`config.mk`:
```
export PLATFORM = sky130hd
export DESIGN_NAME = param_down_counter
export DESIGN_NICKNAME = d
export VERILOG_FILES = /design/src/rtl/param_down_counter.sv
export SDC_FILE = /design/constraint.sdc
export NUM_CORES = 1
export LEC_CHECK = 0
export BUFFER_PORTS_ARGS = -buffer_cell sky130_fd_sc_hd__buf_2
export CORE_MARGIN = 2
export CORE_UTILIZATION = 56
export CTS_BUF_LIST = sky130_fd_sc_hd__clkbuf_8
export DETAILED_ROUTE_END_ITERATION = 10
export GPL_TIMING_DRIVEN = 0
export PLACE_DENSITY = 0.85
export SLEW_MARGIN = 25
export SYNTH_ARGS = -nofsm -noshare
export SYNTH_HDL_FRONTEND = slang
export SYNTH_SLANG_ARGS = --single-unit
```
`constraint.sdc`:
```
create_clock -name clk -period 2.8 [get_ports clk]
set_input_delay 0.28 -clock clk [delete_from_list [all_inputs] [get_ports clk]]
set_output_delay 0.28 -clock clk [all_outputs]
set_load 0.03 [all_outputs]
```
`src/rtl/param_down_counter.sv`:
```
// param_down_counter: parametrised up/down counter with synchronous load,
// count enable and four terminal-count modes (wrap, saturate, auto-reload,
// one-shot). Registered terminal-count flag for downstream timers.
// Optional prescaler enabled by defining PARAM_DOWN_COUNTER_PRESCALE_EN.
//
// state | meaning
// ------+----------------------------------------------------------
// RUN   | counting allowed, busy=1
// HOLD  | one-shot expired at terminal count, waiting for load/reset
module param_down_counter #(
    parameter int unsigned           WIDTH     = 8,
    parameter logic [WIDTH-1:0]      RESET_VAL = {WIDTH{1'b1}},
    parameter int unsigned           PRESCALE  = 4
) (
    input  logic             clk,
    input  logic             reset,
    input  logic             en,
    input  logic             load,
    input  logic [WIDTH-1:0] load_val,
    input  logic             dir,
    input  logic [1:0]       mode,
    output logic [WIDTH-1:0] count,
    output logic             tc,
    output logic             busy
);

    typedef enum logic {
        ST_RUN  = 1'b0,
        ST_HOLD = 1'b1
    } state_t;

    localparam logic [WIDTH-1:0] ONE = {{(WIDTH-1){1'b0}}, 1'b1};

    localparam logic [1:0] MODE_WRAP   = 2'b00;
    localparam logic [1:0] MODE_SAT    = 2'b01;
    localparam logic [1:0] MODE_RELOAD = 2'b10;
    localparam logic [1:0] MODE_ONESHOT = 2'b11;

    state_t           state_q, state_d;
    logic [WIDTH-1:0] count_q, count_d;
    logic [WIDTH-1:0] reload_q, reload_d;
    logic             tc_q, tc_d;
    logic [WIDTH-1:0] term;
    logic             step_tick;

`ifdef PARAM_DOWN_COUNTER_PRESCALE_EN
    localparam int unsigned PSC_W = (PRESCALE > 1) ? $clog2(PRESCALE) : 1;
    localparam logic [PSC_W-1:0] PSC_LAST = PSC_W'(PRESCALE - 1);

    logic [PSC_W-1:0] psc_q;

    assign step_tick = (psc_q == PSC_LAST);

    // Prescaler: counts enabled, non-load cycles in RUN; wraps on its tick.
    always_ff @(posedge clk or posedge reset) begin
        if (reset) begin
            psc_q <= '0;
        end else if (load) begin
            psc_q <= '0;
        end else if (en && (state_q == ST_RUN)) begin
            if (step_tick) psc_q <= '0;
            else           psc_q <= psc_q + {{(PSC_W-1){1'b0}}, 1'b1};
        end
    end
`else
    assign step_tick = 1'b1;
`endif

    // State, count, reload value and terminal-count flag registers.
    always_ff @(posedge clk or posedge reset) begin
        if (reset) begin
            state_q  <= ST_RUN;
            count_q  <= RESET_VAL;
            reload_q <= RESET_VAL;
            tc_q     <= 1'b0;
        end else begin
            state_q  <= state_d;
            count_q  <= count_d;
            reload_q <= reload_d;
            tc_q     <= tc_d;
        end
    end

    // Next-state: load beats step beats idle; tc only set on a step at term.
    always_comb begin
        state_d  = state_q;
        count_d  = count_q;
        reload_d = reload_q;
        tc_d     = 1'b0;
        term     = dir ? {WIDTH{1'b1}} : {WIDTH{1'b0}};

        if (load) begin
            count_d  = load_val;
            reload_d = load_val;
            state_d  = ST_RUN;
        end else if (en && (state_q == ST_RUN) && step_tick) begin
            if (count_q != term) begin
                count_d = dir ? (count_q + ONE) : (count_q - ONE);
            end else begin
                tc_d = 1'b1;
                case (mode)
                    MODE_WRAP:    count_d = dir ? (count_q + ONE) : (count_q - ONE);
                    MODE_SAT:     count_d = count_q;
                    MODE_RELOAD:  count_d = reload_q;
                    MODE_ONESHOT: state_d = ST_HOLD;
                    default:      count_d = count_q;
                endcase
            end
        end else if ((state_q == ST_HOLD) && (mode != MODE_ONESHOT)) begin
            // Leaving one-shot mode releases HOLD without touching the count.
            state_d = ST_RUN;
        end
    end

    assign count = count_q;
    assign tc    = tc_q;
    assign busy  = (state_q == ST_RUN);

endmodule

```
==> results.md <==
- Status: completed
- Post-synthesis cell area: 1170 um^2
- Count of nets after finishing: around 170
- Kind of critical path: flop to flop
- Max Cap Violations: 0
- Clock Latency Late Sink: ~0.25 ns
- Time the worst path needs with I/O delays and setup: roughly 2.4 ns
- Type of the worst min-delay path: primary input to asynchronous set/reset pin
- Mean cell area of the mapped netlist: 10.0 um^2
- Leak: 0.641 nW
- DR vias: about 1000
- Minimum setup slack among reg-to-reg paths: roughly 0.43 ns
- Largest buffer count on any clock path: 2
- Switching fraction of total power: roughly a third
- I/O Pins: 25
- Nets in the synthesized netlist: roughly 140
- Hold Fails Final Rpt: 0
- Switching power summed over all nets: between 200 and 300 uW
- Number of enable flip-flop cells after synthesis: 0
- Grt total ovfl: 0
- Timing-limited maximum frequency: approximately 0.42 GHz
- Final max-slew violation count: 0
- Worst vdd ir: ~0.00037 V
- Diode insertion count for antenna repair: 0
- Starting density of the core: 59.9%
- Count of unique library cells instantiated by Yosys: 40
- TritonCTS Buffers: 3
- CTS tree: done
- Clock transition time at the flip-flop clock pins of the worst setup and hold paths: approximately 0.07 ns
- Total setup violations reported at the end of the flow: 0
- Top cell type's share of synthesized area: a little over a third
- CP arrival: ~2.6 ns
- Worst slew margin: between 50% and 60%
- Library cell used as clock root buffer: sky130_fd_sc_hd__clkbuf_8
- Post-route DRC: 0
- Half-perimeter wire length after detailed placement: 2.02 mm
- Biggest area consumer among synthesized cells: sky130_fd_sc_hd__dfstp_2
- Worst hold margin: 0.114 ns
- Layout Skew: 0.00366 ns
- Antenna Violating Nets Remaining: 0
- Final wirelength: 2.68 mm
- # Post-CTS Setup Buffers: 0
- Floorplan die width: between 40 and 50 um
- Seq/Total Area, Yosys: 40.0%
- Crit. End Element: flop
- Ratio of routed vias to standard cells: 5.84
- Overall power after layout: between 800 and 900 uW
- H-tree depth reported by CTS: 1
- Internal Pwr Total: between 500 and 600 uW
- Number of warning messages in the yosys log: 0
- Data required time of the critical path: ~3 ns
- Core Rows: 16
- Power share of the sequential group: about two fifths
- Combinational share of power: between 30 and 40%
- Worst setup SP type: flop
- Cts hold-fix bufs: 0
- RSZ-0062 raised after global routing: false
- Via count of the first global-routing pass: ~1.0k
- Wire length of the first global-routing pass: 4.66 mm
- Final clock period utilization by the worst path: approximately 84%
- Top cells by area in the synthesized netlist: sky130_fd_sc_hd__dfstp_2 (36%), sky130_fd_sc_hd__ha_1 (6.4%), sky130_fd_sc_hd__dfrtp_1 (4.3%)
- Final Non-Filler Cells: roughly 170
- Largest net degree at the start of global routing: 19
- Average wire per cell in the routed design: about 16 um
- Die Area: 2480 um^2
- Area Growth Syn to Fin: 16.5%
- Clock Sinks: 18
- Area of the core: between 1500 and 2000 um^2
- Share of async-settable or async-resettable flops after synthesis: 100%
- Global Route Usage Sum: roughly a quarter
- Fraction of power consumed by the clock network: 22.8%
- Actual transition at the worst max-transition pin: approximately 0.7 ns
- Fraction of final layout cells with drive strength greater than 1: between 30% and 40%
- Antenna violations before repair: 0
- Weighted congestion at the end of routability-driven global placement: slightly below 0.9
- Post-synthesis register bit count: 18
- Cell count after placement: roughly 170
- Initial drt markers: 28
- Synth Flop Type: sky130_fd_sc_hd__dfstp_2
- Setup_tns: 0 ns
- Total of cells resized after clock tree synthesis: 0
- Post-Syn Instances: approximately 120
- Number of iterations in the first detailed-routing pass: 4
- Power per cell area: between 600 and 700 nW/um^2
- Die Ht: 49.8 um
- Maximum fanout count along the critical path: 10
- # port buffers: 23
worst paths after layout:
check                            start           to  depth (start not counted)
max in group asynchronous        reset           tc                          2
min reg2reg                reload_q[4]  reload_q[4]                          2
max reg2reg                   count[3]     count[1]                          6
max                           count[3]     count[1]                          6
min                              reset      state_q                          2
min in group clk           load_val[0]     count[0]                          3
cell type report:
| cell class | count | area [um^2] |
|---|---|---|
| multi-input cells | 86 | 637 |
| fillers | 169 | 593 |
| flip-flops and latches | 18 | 470 |
| repair buffers | 23 | 115 |
| clock buffers | 3 | 41.3 |
| plain buffers | 4 | 33.8 |
| inverters | 9 | 33.8 |
| well taps | 27 | 33.8 |
| clock inverters | 1 | 3.75 |
per-layer routing:
metal	up-vias	wire, um	global-route usage, %	share of wire, %
met3	2	119	2.73	4.4
met1	487	1130	30.4	42
met5	-	0	0	0
met4	0	13	7.41	0.48
li1	476	-	-	-
met2	33	1420	45.1	53
power by group through the flow:
| stage | sequential (mW) | combinational [mW] | clock (mW) |
|---|---|---|---|
| floorplan | 0.379 | 0.184 | 0 |
| global placement | 0.341 | 0.277 | 0 |
| detailed placement | 0.343 | 0.295 | 0 |
| CTS | 0.339 | 0.296 | 0.191 |
| global route | 0.344 | 0.326 | 0.200 |
| finish | 0.340 | 0.297 | 0.188 |
registers in the layout, indices dropped and copies added, names as in the netlist:
| name | count |
|---|---|
| state_q | 1 |
| reload_q | 8 |
| count | 8 |
| tc | 1 |
cells by family (layout without fill, tap and decap cells):
kind of cell             after synthesis  count (layout)  share of synthesized area [%]
AO/OA/AOI/OAI                         34              34                           21.7
AND/OR/NAND/NOR                       32              32                           13.3
flip-flops                            18              18                           40.0
buffers and inverters                 13              40                           5.75
adder cells (fa/ha/maj)                7               7                           8.09
multiplexers                           7               7                           6.60
XOR/XNOR                               6               6                           4.47
cells in the mapped netlist, types with 2 or more instances:
library cell,n
sky130_fd_sc_hd__a211oi_1,3
sky130_fd_sc_hd__a21o_1,2
sky130_fd_sc_hd__a21oi_1,5
sky130_fd_sc_hd__a221o_1,2
sky130_fd_sc_hd__a22o_1,2
sky130_fd_sc_hd__and2_1,2
sky130_fd_sc_hd__buf_6,2
sky130_fd_sc_hd__dfrtp_1,2
sky130_fd_sc_hd__dfstp_2,16
sky130_fd_sc_hd__ha_1,6
sky130_fd_sc_hd__inv_1,9
sky130_fd_sc_hd__mux2_2,2
sky130_fd_sc_hd__mux2i_1,4
sky130_fd_sc_hd__nand2_1,13
sky130_fd_sc_hd__nand3_1,3
sky130_fd_sc_hd__nor2_1,6
sky130_fd_sc_hd__nor3_1,2
sky130_fd_sc_hd__o211a_1,2
sky130_fd_sc_hd__o21ai_0,8
sky130_fd_sc_hd__o31ai_1,2
sky130_fd_sc_hd__xnor2_1,4
sky130_fd_sc_hd__xor2_1,2
per-stage QoR:
stage / cell area, um^2 / worst slack (ns) / utilization [%]
global placement: 1320 / 0.297 / 67.5
CTS: 1370 / 0.452 / 69.8
finish: 1370 / 0.434 / 69.8
floorplan: 1170 / 0.588 / -
detailed placement: 1320 / 0.234 / 67.5
global route: 1370 / 0.254 / 69.8
layout by cell type, fill, tap and decap left out, types with 2 or more instances in the layout:
cell type	n
sky130_fd_sc_hd__mux2_2	2
sky130_fd_sc_hd__inv_1	10
sky130_fd_sc_hd__clkbuf_8	3
sky130_fd_sc_hd__nor2_1	6
sky130_fd_sc_hd__o211a_1	2
sky130_fd_sc_hd__buf_2	23
sky130_fd_sc_hd__a21oi_1	5
sky130_fd_sc_hd__a211oi_1	3
sky130_fd_sc_hd__a22o_1	2
sky130_fd_sc_hd__nor3_1	2
sky130_fd_sc_hd__dfrtp_1	2
sky130_fd_sc_hd__ha_1	6
sky130_fd_sc_hd__o31ai_1	2
sky130_fd_sc_hd__o21ai_0	8
sky130_fd_sc_hd__xnor2_1	4
sky130_fd_sc_hd__a21o_1	2
sky130_fd_sc_hd__nand3_1	3
sky130_fd_sc_hd__and2_1	2
sky130_fd_sc_hd__dfstp_2	16
sky130_fd_sc_hd__buf_6	2
sky130_fd_sc_hd__xor2_1	2
sky130_fd_sc_hd__mux2i_1	4
sky130_fd_sc_hd__a221o_1	2
sky130_fd_sc_hd__nand2_1	13
worst max-delay path, cell delays in order, from the launching register on:
cell                        delay (ns)
sky130_fd_sc_hd__dfstp_2          0.54
sky130_fd_sc_hd__ha_1             0.22
sky130_fd_sc_hd__nand4_1          0.22
sky130_fd_sc_hd__a2111oi_4        0.74
sky130_fd_sc_hd__mux2_4           0.35
sky130_fd_sc_hd__mux2i_1          0.14
sky130_fd_sc_hd__o21ai_1          0.08
Note: power is estimated with default switching activity, not from simulation.
